[src/rtl/sap_program_loader.sv]
// SAP program loader: fills program RAM from a valid/ready word stream, then gates the CPU clock for run/step.
// Optional trailer checksum verification is enabled by defining SAP_LOADER_CHECKSUM_EN.
module sap_program_loader #(
  parameter int DATA_WIDTH = 8,
  parameter int ADDR_WIDTH = 8,
  parameter int DEPTH      = 256
) (
  input  logic                    i_clock,
  input  logic                    i_reset,
  input  logic                    i_load_start,
  input  logic [ADDR_WIDTH:0]     i_load_count,
  input  logic                    i_word_valid,
  input  logic [2*DATA_WIDTH-1:0] i_word,
  output logic                    o_word_ready,
  output logic                    o_ram_write,
  output logic [ADDR_WIDTH-1:0]   o_ram_address,
  output logic [2*DATA_WIDTH-1:0] o_ram_data,
  input  logic                    i_run,
  input  logic                    i_step,
  input  logic                    i_halt,
  output logic                    o_cpu_reset,
  output logic                    o_cpu_clock_enable,
  output logic [2:0]              o_state,
  output logic [ADDR_WIDTH:0]     o_loaded_count,
  output logic                    o_error
);
  localparam int WW = 2 * DATA_WIDTH;
  localparam int CW = ADDR_WIDTH + 1;
  localparam logic [CW-1:0] DEPTH_C = CW'(DEPTH);

  typedef enum logic [2:0] {
    IDLE   = 3'd0,
    LOAD   = 3'd1,
`ifdef SAP_LOADER_CHECKSUM_EN
    CHECK  = 3'd2,
`endif
    READY  = 3'd3,
    RUN    = 3'd4,
    PAUSED = 3'd5,
    HALTED = 3'd6
  } state_t;

  state_t                state_q;
  logic                  ready_q;
  logic                  write_q;
  logic [ADDR_WIDTH-1:0] addr_q;
  logic [WW-1:0]         data_q;
  logic [CW-1:0]         count_q;
  logic [CW-1:0]         loaded_q;
  logic [CW-1:0]         loaded_d;
  logic                  error_q;
  logic                  cpu_reset_q;
  logic                  enable_q;
  logic                  accept;
  logic                  count_bad;
  logic                  load_cmd;
`ifdef SAP_LOADER_CHECKSUM_EN
  logic [WW-1:0]         sum_q;
`endif

  assign accept    = i_word_valid & ready_q;
  assign loaded_d  = loaded_q + {{(CW-1){1'b0}}, 1'b1};
  assign count_bad = (i_load_count == {CW{1'b0}}) | (i_load_count > DEPTH_C);
  // A load request only counts in the resting states; halt outranks it while PAUSED.
  assign load_cmd  = i_load_start & ((state_q == IDLE) | (state_q == READY) |
                                     (state_q == HALTED) | ((state_q == PAUSED) & ~i_halt));

  // Loader/run-control FSM with all outputs registered.
  always_ff @(posedge i_clock) begin
    if (i_reset) begin
      state_q     <= IDLE;
      ready_q     <= 1'b0;
      write_q     <= 1'b0;
      addr_q      <= {ADDR_WIDTH{1'b0}};
      data_q      <= {WW{1'b0}};
      count_q     <= {CW{1'b0}};
      loaded_q    <= {CW{1'b0}};
      error_q     <= 1'b0;
      cpu_reset_q <= 1'b1;
      enable_q    <= 1'b0;
`ifdef SAP_LOADER_CHECKSUM_EN
      sum_q       <= {WW{1'b0}};
`endif
    end else begin
      write_q  <= 1'b0;
      enable_q <= 1'b0;
      if (load_cmd) begin
        cpu_reset_q <= 1'b1;
        if (count_bad) begin
          error_q <= 1'b1;
          state_q <= IDLE;
          ready_q <= 1'b0;
        end else begin
          error_q  <= 1'b0;
          state_q  <= LOAD;
          ready_q  <= 1'b1;
          addr_q   <= {ADDR_WIDTH{1'b0}};
          loaded_q <= {CW{1'b0}};
          count_q  <= i_load_count;
`ifdef SAP_LOADER_CHECKSUM_EN
          sum_q    <= {WW{1'b0}};
`endif
        end
      end else begin
        case (state_q)
          LOAD: begin
            if (accept) begin
              // Word k lands at address k, so the pre-increment count is the address.
              write_q  <= 1'b1;
              addr_q   <= loaded_q[ADDR_WIDTH-1:0];
              data_q   <= i_word;
              loaded_q <= loaded_d;
`ifdef SAP_LOADER_CHECKSUM_EN
              sum_q    <= sum_q + i_word;
              if (loaded_d == count_q) begin
                state_q <= CHECK;
              end
`else
              if (loaded_d == count_q) begin
                state_q <= READY;
                ready_q <= 1'b0;
              end
`endif
            end
          end
`ifdef SAP_LOADER_CHECKSUM_EN
          CHECK: begin
            if (accept) begin
              ready_q <= 1'b0;
              if (i_word == sum_q) begin
                state_q <= READY;
              end else begin
                error_q <= 1'b1;
                state_q <= IDLE;
              end
            end
          end
`endif
          READY: begin
            if (i_run) begin
              state_q     <= RUN;
              enable_q    <= 1'b1;
              cpu_reset_q <= 1'b0;
            end else if (i_step) begin
              state_q     <= PAUSED;
              enable_q    <= 1'b1;
              cpu_reset_q <= 1'b0;
            end
          end
          RUN: begin
            if (i_halt) begin
              state_q <= HALTED;
            end else if (!i_run) begin
              state_q <= PAUSED;
            end else begin
              enable_q <= 1'b1;
            end
          end
          PAUSED: begin
            if (i_halt) begin
              state_q <= HALTED;
            end else if (i_run) begin
              state_q  <= RUN;
              enable_q <= 1'b1;
            end else if (i_step) begin
              enable_q <= 1'b1;
            end
          end
          IDLE, HALTED: begin
          end
          default: begin
            state_q     <= IDLE;
            ready_q     <= 1'b0;
            cpu_reset_q <= 1'b1;
          end
        endcase
      end
    end
  end

  assign o_word_ready       = ready_q;
  assign o_ram_write        = write_q;
  assign o_ram_address      = addr_q;
  assign o_ram_data         = data_q;
  assign o_cpu_reset        = cpu_reset_q;
  assign o_cpu_clock_enable = enable_q;
  assign o_state            = state_q;
  assign o_loaded_count     = loaded_q;
  assign o_error            = error_q;

endmodule

[config.mk]
export PLATFORM = sky130hd
export DESIGN_NAME = sap_program_loader
export DESIGN_NICKNAME = d
export VERILOG_FILES = /design/src/rtl/sap_program_loader.sv
export SDC_FILE = /design/constraint.sdc
export NUM_CORES = 1
export LEC_CHECK = 0
export CORE_UTILIZATION = 50
export DETAILED_ROUTE_END_ITERATION = 10
export DONT_BUFFER_PORTS = 1
export GPL_ROUTABILITY_DRIVEN = 0
export GPL_TIMING_DRIVEN = 0
export PLACE_DENSITY = 0.71
export SETUP_SLACK_MARGIN = 0.2
export SYNTH_ARGS = -nofsm -noshare
export SYNTH_HDL_FRONTEND = slang
export SYNTH_SLANG_ARGS = --single-unit
[constraint.sdc]
create_clock -name i_clock -period 4 [get_ports i_clock]
set_input_delay 0.6 -clock i_clock [delete_from_list [all_inputs] [get_ports i_clock]]
set_output_delay 0.6 -clock i_clock [all_outputs]
set_load 0.005 [all_outputs]
Word-level counts from Yosys, hierarchy flattened

Index checks and enable logic that the tools add are counted.

Flip-flop bits (word level): 50
Bits of input ports: 32
Logic and storage cells: 89

$add $sub $neg: 1
$lt $le $gt $ge: 1
Equal/unequal tests: 15
Muxes and demuxes: 35
Bitwise gates (word level): 12
Reductions and logical operators: 15

Operators by type and width:

| operator                                                        | count |
|---|---|
| 9-bit two-way mux                                               | 4 |
| 8-bit two-way mux                                               | 4 |
| 3-bit two-way mux                                               | 9 |
| 3-bit case mux with 5 select lines                              | 1 |
| 1-bit two-way mux                                               | 14 |
| 4-bit inequality test, second input constant                    | 3 |
| 5-bit OR reduction                                              | 2 |
| 9-bit by 1-bit adder with 9-bit output, second input constant   | 1 |
| 3-bit == test, second input constant                            | 3 |
| 9-bit == test                                                   | 1 |
| 9-bit > comparator, second input constant                       | 1 |
| 9-bit zero test                                                 | 1 |
| 3-bit inequality test, second input constant                    | 3 |
| 3-bit AND reduction                                             | 3 |
| 6-bit AND reduction                                             | 1 |
| 1-bit inverter                                                  | 5 |
| 2-bit inequality test, second input constant                    | 2 |
| 1-bit OR                                                        | 4 |
| 1-bit case mux with 2 select lines                              | 2 |
| 2-bit AND reduction                                             | 2 |
| 2-bit nonzero test                                              | 2 |
| 2-bit OR reduction                                              | 2 |
| 1-bit bitwise AND                                               | 3 |
| 3-bit by 1-bit == test with 1-bit output, second input constant | 1 |
| 5 further kinds                                                 | 5 |

Logic depth before layout (Yosys ltp)

Depth in word-level cells: 7
Gate-level depth with buffers: 9

Least setup slack after synthesis

No wires, ideal clock.

Path kind: input-to-reg
Start: in i_load_count[4]
End: reg loaded_q[1] (netlist: o_loaded_count[1])
Library setup time: 0.128 ns
Arrival time: 2.255 ns
Required time: 3.872 ns
Path slack: 1.618 ns
Cell stages on the path: 8
Cell sequence: or4_4 o21a_1 a2111oi_2 buf_6 o2bb2ai_4 buf_6 a22oi_1 nor2_1

Word-level cells in the longest chain between the ends: 4
Elaborated cells between the ends (all ways): 5
Those cells by class: order compare (1); eq/ne (1); bitwise (1); reduce/logical (2)

RTL lines:

| what                                                  | line | source |
|---|---|---|
| start: declaration                                    | 11   | `input logic [ADDR_WIDTH:0] i_load_count,` |
| 9-bit > comparator or 9-bit zero test (tied branches) | 63   | `assign count_bad = (i_load_count == {CW{1'b0}}) \| (i_load_count > DEPTH_C);` |
| 1-bit OR *                                            | 63   |  |
| 2-bit inequality test (no line) *                     | -    |  |
| 3-bit AND reduction (no line) *                       | -    |  |
| end signal: assignment                                | 77   | `loaded_q <= {CW{1'b0}};` |
| end signal: assignment                                | 98   | `loaded_q <= {CW{1'b0}};` |
| end signal: assignment                                | 112  | `loaded_q <= loaded_d;` |
| end: declaration                                      | 49   | `logic [CW-1:0] loaded_q;` |

Mark *: on every way between the ends. The rest lies on a longest branch, timed or not.
A chain may end at the register's enable or synchronous reset.

Final worst setup path

Start: reg state_q[0] (netlist: o_state[0])
End: reg state_q[1] (netlist: o_state[1])

Word-level cells in the longest chain between the ends: 7
Elaborated cells between the ends (all ways): 21
Those cells by class: eq/ne (11); mux (2); bitwise (5); reduce/logical (3)

RTL lines:

| what                                                                        | line    | source |
|---|---|---|
| start: declaration                                                          | 43      | `state_t state_q;` |
| start signal: assignment                                                    | 71      | `state_q <= IDLE;` |
| start signal: assignment                                                    | 91      | `state_q <= IDLE;` |
| start signal: assignment                                                    | 95      | `state_q <= LOAD;` |
| 3-bit by 2-bit == test with 1-bit output or 3-bit zero test (tied branches) | 65, 105 |  |
| 1-bit OR (2 in a row)                                                       | 65      | `assign load_cmd = i_load_start & ((state_q == IDLE) \| (state_q == READY) \|` |
| 1-bit OR                                                                    | 66      | `(state_q == HALTED) \| ((state_q == PAUSED) & ~i_halt));` |
| 1-bit bitwise AND                                                           | 65      |  |
| 4-bit inequality test (no line), or another cell as far along               | -       |  |
| 6-bit AND reduction (no line)                                               | -       |  |

Several ways; a longest one is shown, not always the timed one.

==> metrics.csv <==
metric,value,unit
cts_tree,yes,
report.final.hold_viol_count,0,
worstReg2RegStart,o_state[0],
clockBufferDepth,2,
grt_max_degree,17,
internal-power,0.000722,W
min_path_type,input port to register,
violations,design-rule violations,
first_global_vias,1978,
dieArea,5070,um2
cts_root_buf,sky130_fd_sc_hd__clkbuf_8,
die_height,71.2,um
yosys_most_used_dff,sky130_fd_sc_hd__dfxtp_1,
maxClockFrequency,412,MHz
cts.repair_timing.setup_buffer_count,0,
worst_reg_to_reg_cells,8,
placed_cells,343,
drcViolationCount,8,
min_to,o_cpu_reset,
power.share.sequential,53.9,%
yosysSeqAreaShare,41.8,%
max_slew.worst_pin.slew,567,ps
drt_wl_total,5570,um
clock-skew-final,6.85,ps
area.growth.synth_to_final,7.48,%
final_antenna_net_count,0,
total_switching_power,0.000230,W
htree_levels,2,
highest_ir_drop_seen_on_vdd,0.271,mV
power-per-cell-area,370,nW/um2
cp.required,4240,ps
layout.cells.most_common,sky130_fd_sc_hd__dfxtp_1,
initial_core_util,53.5,%
highest_count_cells_in_the_layout_ignoring_fill_and_taps,"sky130_fd_sc_hd__dfxtp_1 (50), sky130_fd_sc_hd__nand2_1 (41), sky130_fd_sc_hd__nor2_1 (36)",
path_class,register to register,
io_buffers,0,
combinationalPowerShare,8.3,%
totalPowerFinal,0.000952,W
cts-resized-gates,0,
synth.ff_latch_count,50,
drt-wirelength-per-cell,15.9,um
finish.net_count,332,
non_filler_instances,351,
leakagePower,0.841,nW
die-width,71.2,um
number_of_failing_setup_endpoints_in_the_final_timing_report,0,
p_sw_share,24.2,%
postLayoutCellArea,2570,um2
holdPathStages,1,
holdCritStartpoint,i_reset,
grt_overflow,0,
io-pin-count,73,
drive_above_1_share,6.02,%
worstSkewPairLatency,310,ps
grt_setup_unrepaired,no,
synth.distinct_cells,45,
mappedNetlistNets,325,
timing.critical_path.from_type,register,
routed-via-count,2094,
antenna_cells_inserted,0,
final_max_slew_viol_count,0,
reg2reg_to,o_state[1],
maxCapViolations,0,
drt-initial-drc-count,176,
crit_path_max_fanout,10,
postPlaceCellArea,2460,um2
clock_sinks,50,
dp.final_hpwl,4100,um
first_pass_iters,8,
synth.area.top_cells,"sky130_fd_sc_hd__dfxtp_1 (42%), sky130_fd_sc_hd__a21oi_1 (6.5%), sky130_fd_sc_hd__nand2_1 (6.4%)",
clkSlewWorstSetupHoldPaths,90,ps
netlist.area_leader.share,41.8,%
clock_network_power_share,37.8,%
all_layer_global_routing_usage,23.0,%
core-area,4470,um2
critical_path.endpoint_type,register,
synth_edf_count,0,
async_reset_ff_share,0,%
timing.critical_path.arrival,2660,ps
netlist_instances,291,
slew_headroom,62.2,%
synth_top_cell_by_area,sky130_fd_sc_hd__dfxtp_1,
antenna_found_initial,0,
cts_inserted_buffers,5,
via_per_inst,5.97,
placement_rows,24,
status,"complete, but fails checks",
netlist_area,2390,um2
final.period_utilization,60.6,%
yosysWarnings,0,
timing.final.crit_period,2420,ps
grt_pass1_wl,9110,um
cts-hold-fix-buffers,0,
fin_tns_setup,0,ps
syn_area_per_cell,8.23,um2
regToRegSetupSlack,1580,ps
[how the worst max path moves through the flow]
stage               startpoint                 to  depth (start not counted)
5_1_grt             o_state[0]         o_state[1]                          8
3_5_place_dp   i_load_count[4]   o_ram_address[7]                          8
4_1_cts             o_state[0]         o_state[1]                          8
6_report            o_state[0]         o_state[1]                          8
3_3_place_gp   i_load_count[4]   o_ram_address[7]                          8
2_1_floorplan  i_load_count[4]  o_loaded_count[1]                          8
[registers in the layout (all words and copies together), names as in the netlist]
name                flops
o_ram_address           8
o_error                 1
o_cpu_reset             1
o_word_ready            1
o_state                 3
o_loaded_count          9
count_q                 9
o_ram_write             1
o_ram_data             16
o_cpu_clock_enable      1
[routing by layer]
layer  vias to the layer above  global-route usage, %  wire [um]
li1                       1045                      -          -
met1                       973                   28.8       2490
met2                        68                   37.0       2600
met3                         8                   6.27        396
met4                         0                   10.2         85
met5                         -                      0          0
[Yosys cell counts (2+ instances only)]
master and count:
sky130_fd_sc_hd__nor2_1 36, sky130_fd_sc_hd__or4_4 2, sky130_fd_sc_hd__a21o_1 2, sky130_fd_sc_hd__buf_6 2, sky130_fd_sc_hd__xor2_1 2, sky130_fd_sc_hd__nor4_1 3, sky130_fd_sc_hd__a21oi_1 31, sky130_fd_sc_hd__a311oi_1 4
sky130_fd_sc_hd__nand3b_1 3, sky130_fd_sc_hd__a22oi_2 3, sky130_fd_sc_hd__a22oi_1 8, sky130_fd_sc_hd__nand2b_1 2, sky130_fd_sc_hd__clkbuf_1 16, sky130_fd_sc_hd__nand3_1 6, sky130_fd_sc_hd__inv_1 3, sky130_fd_sc_hd__xnor2_1 9
sky130_fd_sc_hd__nand2_1 41, sky130_fd_sc_hd__and3_1 3, sky130_fd_sc_hd__dfxtp_1 50, sky130_fd_sc_hd__o21ai_0 14, sky130_fd_sc_hd__o211ai_1 2, sky130_fd_sc_hd__nor3_1 7, sky130_fd_sc_hd__nand4_1 4, sky130_fd_sc_hd__nor2b_1 4
sky130_fd_sc_hd__or3_1 3, sky130_fd_sc_hd__a211oi_1 2, sky130_fd_sc_hd__a31oi_1 3, sky130_fd_sc_hd__nor3b_1 2, sky130_fd_sc_hd__mux2i_1 8
[per-stage QoR]
stage / setup WS, ps / hold WS [ps] / util, %
2_1_floorplan: 1620 / 453 / -
3_3_place_gp: 1510 / 460 / 54.9
3_5_place_dp: 1490 / 467 / 54.9
4_1_cts: 1580 / 387 / 57.5
5_1_grt: 1420 / 397 / 57.5
6_report: 1580 / 391 / 57.5
[power groups by stage]
| stage | Clock (W) | Combinational, W | Sequential (W) |
|---|---|---|---|
| after global routing | 0.000389 | 0.0000879 | 0.000515 |
| after floorplan | 0 | 0.0000635 | 0.000523 |
| after CTS | 0.000367 | 0.0000790 | 0.000514 |
| after detailed placement | 0 | 0.0000787 | 0.000525 |
| after global placement | 0 | 0.0000776 | 0.000525 |
| final | 0.000360 | 0.0000790 | 0.000514 |
[cells by family (layout without fill, tap and decap cells)]
| logic type | Yosys count | in the layout | synth area share (%) |
|---|---|---|---|
| AO/OA/AOI/OAI | 78 | 78 | 21.7 |
| AND/OR/NAND/NOR | 119 | 119 | 23.4 |
| buffers and inverters | 23 | 31 | 4.29 |
| multiplexers | 8 | 8 | 3.35 |
| flip-flops | 50 | 50 | 41.8 |
| adder cells (fa/ha/maj) | 2 | 2 | 1.36 |
| XOR/XNOR | 11 | 11 | 4.03 |
[critical path, stage by stage, from the launching register on]
cell                       delay, ps
sky130_fd_sc_hd__dfxtp_1         410
sky130_fd_sc_hd__buf_2           220
sky130_fd_sc_hd__nand2b_1        140
sky130_fd_sc_hd__nor2_1          300
sky130_fd_sc_hd__inv_1           130
sky130_fd_sc_hd__nor2_1          320
sky130_fd_sc_hd__clkbuf_1        490
sky130_fd_sc_hd__nand3_1         160
sky130_fd_sc_hd__a31oi_1         190
[layout make-up]
| cell class | instances | area [um2] |
|---|---|---|
| inverter | 3 | 11.3 |
| tap | 52 | 65.1 |
| buffer | 20 | 91.3 |
| fill | 421 | 1900 |
| clock buffer | 5 | 68.8 |
| sequential | 50 | 1000 |
| multi-input combinational | 218 | 1290 |
| clock inverter | 3 | 45.0 |
No activity file was read; power rests on OpenSTA's default activity.
